--- config.mk ---
export PLATFORM = sky130hd
export DESIGN_NAME = sram_rd_pipe
export DESIGN_NICKNAME = d
export VERILOG_FILES = /design/src/rtl/sram_rd_pipe.sv
export SDC_FILE = /design/constraint.sdc
export NUM_CORES = 1
export LEC_CHECK = 0
export ABC_AREA = 1
export CAP_MARGIN = 20
export CELL_PAD_IN_SITES_DETAIL_PLACEMENT = 1
export CELL_PAD_IN_SITES_GLOBAL_PLACEMENT = 2
export CORE_UTILIZATION = 23
export CTS_CLUSTER_DIAMETER = 120
export DETAILED_ROUTE_END_ITERATION = 7
export GPL_TIMING_DRIVEN = 0
export PLACE_DENSITY = 0.81
export SETUP_SLACK_MARGIN = 0.15
export SLEW_MARGIN = 15
export SYNTH_ARGS = -nofsm -noshare
export SYNTH_HDL_FRONTEND = slang
export SYNTH_SLANG_ARGS = --single-unit
--- constraint.sdc ---
create_clock -name clk -period 0.89 [get_ports clk]
set_clock_uncertainty 0.15 [all_clocks]
set_input_delay 0.178 -clock clk [delete_from_list [all_inputs] [get_ports clk]]
set_output_delay 0.178 -clock clk [all_outputs]
set_load 0.03 [all_outputs]
--- src/rtl/sram_rd_pipe.sv ---
// Read-data delay line: DEPTH stages of data+valid followed by an output register
// that only loads when the last stage is valid, so the output holds between reads.
// Ports:
//   clk, rst_n        : clock, asynchronous active-low clear of all stages and outputs
//   in_vld, in_data   : word entering stage 1
//   out_vld, out_data : registered output; out_data holds while out_vld is low
module sram_rd_pipe #(
  parameter int unsigned WIDTH = 8,
  parameter int unsigned DEPTH = 1
) (
  input  logic             clk,
  input  logic             rst_n,
  input  logic             in_vld,
  input  logic [WIDTH-1:0] in_data,
  output logic             out_vld,
  output logic [WIDTH-1:0] out_data
);

  logic [WIDTH-1:0] stage_data_q [DEPTH];
  logic             stage_vld_q  [DEPTH];
  logic [WIDTH-1:0] out_data_q;
  logic             out_vld_q;

  always_ff @(posedge clk or negedge rst_n) begin
    if (!rst_n) begin
      for (int i = 0; i < DEPTH; i++) begin
        stage_data_q[i] <= '0;
        stage_vld_q[i]  <= 1'b0;
      end
      out_data_q <= '0;
      out_vld_q  <= 1'b0;
    end else begin
      stage_data_q[0] <= in_data;
      stage_vld_q[0]  <= in_vld;
      for (int i = 1; i < DEPTH; i++) begin
        stage_data_q[i] <= stage_data_q[i-1];
        stage_vld_q[i]  <= stage_vld_q[i-1];
      end
      out_vld_q <= stage_vld_q[DEPTH-1];
      if (stage_vld_q[DEPTH-1]) begin
        out_data_q <= stage_data_q[DEPTH-1];
      end
    end
  end

  assign out_vld  = out_vld_q;
  assign out_data = out_data_q;

endmodule

---- Yosys cells after proc, flatten, opt, wreduce, memory -nomap -nowiden ----
Index checks and enable logic that the tools add are counted.
word-level totals
  register bits ........................... 18
  input bits .............................. 11
  output and inout bits ................... 9
  logic and storage cells ................. 4

---- Depth between registers and ports, before layout ----
  depth in word-level cells ............... 0
  depth in mapped cells ................... 4
  mapped depth without buffers ............ 3

---- Least setup slack after synthesis ----
Ideal clock, no wire load.
  kind .................................... register -> register
  from .................................... register stage_vld_q
  to ...................................... register out_data_q[0] (netlist: out_data[0])
  library setup time ...................... 65 ps
  data arrival time ....................... 685 ps
  data required time ...................... 675 ps
  path slack .............................. -9 ps
  stages on the path, launching flop included .. 5
  path buffers ............................ 1
  clock period less this slack ............ 899 ps
  cell sequence ........................... dfrtp_1 -> buf_6 -> inv_2 -> nand2_1 -> nand2_1
RTL lines
  element                            RTL line  source
  from (decl)                        20        logic stage_vld_q [DEPTH];
  from (signal, indexed assignment)  37        stage_vld_q[i] <= stage_vld_q[i-1];
  to (signal assigned)               41        out_data_q <= stage_data_q[DEPTH-1];
  to (decl)                          21        logic [WIDTH-1:0] out_data_q;

---- Worst setup path after layout ----
  from .................................... register out_data_q[6] (netlist: out_data[6])
  to ...................................... output out_data[6]
RTL lines
  element    RTL line  source
  to (decl)  16        output logic [WIDTH-1:0] out_data
No word-level cell between the ends.

==> qor.yml <==
finalPower_mw: 1.60
grt_overflow: 0
io_buffers: 19
critPathSlowestCell: "dfrtp_2"
critPathKind: "reg -> out"
initial_core_util_pct: 24.6
antennaDiodeCount: 0
cts_tree: "built"
cts_root_buf: "clkbuf_4"
tightest_slew_ns: 0.429
syn-cell-area_um2: 556
clkTransAtPathRegs_ns: 0.10
layout_setup_ws_ns: -0.287
path_max_fanout: 2
critPathArrivalTime_ns: 0.85
r2r_start: "stage_vld_q"
hp-class: "in -> async"
via_per_inst: 3.92
die-area_mm2: 0.00262
r2r_setup_slack_ns: -0.08
clock_sinks: 18
drt_iter0_drc: 2
final_common_cell: "nand2_1"
synth_warnings: 0
rsz0062_at_grt: "yes"
num_vias: 392
pre_cts_ws_ns: -0.503
finalSetupViolations: 17
synth_cell_type_count: 4
final.period_utilization_pct: 132
finalSetupTns_ns: -2.97
grt_pass1_wl_um: 1830
p_per_area_mw_per_mm2: 1800
violations: "negative hold slack, negative setup slack"
wire_per_inst_um: 10.1
io_pins: 20
placementRows: 17
syn_avg_cell_area_um2: 12.6
grt_antenna_before_repair: 0
numCtsBuffers: 3
crit_family: "flip-flops"
slowest_delay_ns: 0.43
grt_pass1_vias: 428
die_y_um: 51.1
first_pass_iters: 2
dp_hpwl_um: 691
core_mm2: 0.00225
crit_start: "out_data[6]"
timing.fmax_mhz: 850
outcome: "complete, but fails checks"
worstPathCellList: "buf_6"
routabilityCongestion: 0.631
clk_path_buf_depth: 2
areaGrowthSynthToFinish_pct: 59.9
mostFrequentLayoutCells: "18 x nand2_1, 10 x buf_6, 9 x clkdlybuf4s50_1, 9 x dfrtp_2, 9 x dfrtp_1"
netlist_instances: 44
die_w_um: 51.1
synth_fp_nets: 55
grt_max_degree: 19
end_kind: "output pin"
drive_gt1_share_pct: 48.6
worstPathRequired_ns: 0.56
ant_nets: 0
p_leak_nw: 0.421
slew_viol_final: 0
nets: 84
yosysSeqAreaShare_pct: 81.1
finalWirelength_um: 1010
clkLatencyLatePin_ns: 0.28
hold_violations: 18
htree_levels: 1
track_usage_pct: 9.89
worst_hold_slack_ns: -0.240
vdd_drop_max_uv: 878
period_minus_slack_ns: 1.18
drv_cap: 0
drc: 0
start_kind: "register"
yosys_register_bits: 18
slew_headroom_pct: 71.4
cp.buffers_inverters: 1
repair_timing:
item | 4_1_cts | 5_1_grt
gates resized for setup | 74 | 0
buffers inserted | 3 | 1
endpoints found under the setup margin | 35 | 17
pin swaps | 2 | 0
cloned | 1 | 0
hold endpoints to repair | 18 | 18
state kept, by name, summed over array words and instances, names as in the netlist:
name / cells
stage_vld_q: 1
out_vld: 1
stage_data_q: 8
out_data: 8
cells by family (layout without fill, tap and decap cells):
| kind of cell | Yosys count | count (layout) | share of synthesized area, % |
|---|---|---|---|
| DFF | 18 | 18 | 81.1 |
| and+or+nand+nor | 24 | 24 | 16.2 |
| buffers and inverters | 2 | 30 | 2.70 |
synthesized netlist by cell type:
| library cell | instances | area (µm²) |
|---|---|---|
| dfrtp_1 | 18 | 450 |
| nand2_1 | 24 | 90.1 |
| inv_2 | 1 | 3.75 |
| buf_6 | 1 | 11.3 |
final cells by class:
class | count | area, µm²
Fill cell | 264 | 1370
Sequential cell | 18 | 462
Timing Repair Buffer | 24 | 238
Multi-Input combinational cell | 24 | 105
Tap cell | 28 | 35.0
Clock buffer | 4 | 26.3
Buffer | 1 | 11.3
Inverter | 1 | 11.3
metrics by stage:
step / cell area (µm²) / std cells / utilization, %
after global placement: 795 / 91 / 35.2
after global routing: 888 / 100 / 39.4
after floorplan: 569 / 44 / -
after detailed placement: 795 / 91 / 35.2
after CTS: 881 / 99 / 39.1
final: 888 / 100 / 39.4
report_power, final:
| group | leakage [nW] | internal (mW) | switching, mW |
|---|---|---|---|
| combinational | 0.202 | 0.147 | 0.145 |
| clock | 0.0150 | 0.174 | 0.226 |
| sequential | 0.204 | 0.878 | 0.0326 |
| total | 0.421 | 1.20 | 0.404 |
worst paths after layout:
path / endpoint / depth (start not counted)
worst max-delay path: out_data[6] / 1
worst min-delay path: out_data[7] / 1
worst max register to register: out_data[1] / 4
worst min register to register: out_vld / 0
max in group asynchronous: out_data[5] / 1
min in group clk: stage_data_q[2] / 1
per-layer routing:
layer  track usage, %  up-vias  routed length (µm)
met5                0        -                   0
met3             1.79        0                  45
li1                 -      190                   -
met4             5.56        0                   0
met2             16.7       11                 542
met1             11.7      191                 426
Note: power is estimated with default switching activity, not from simulation.
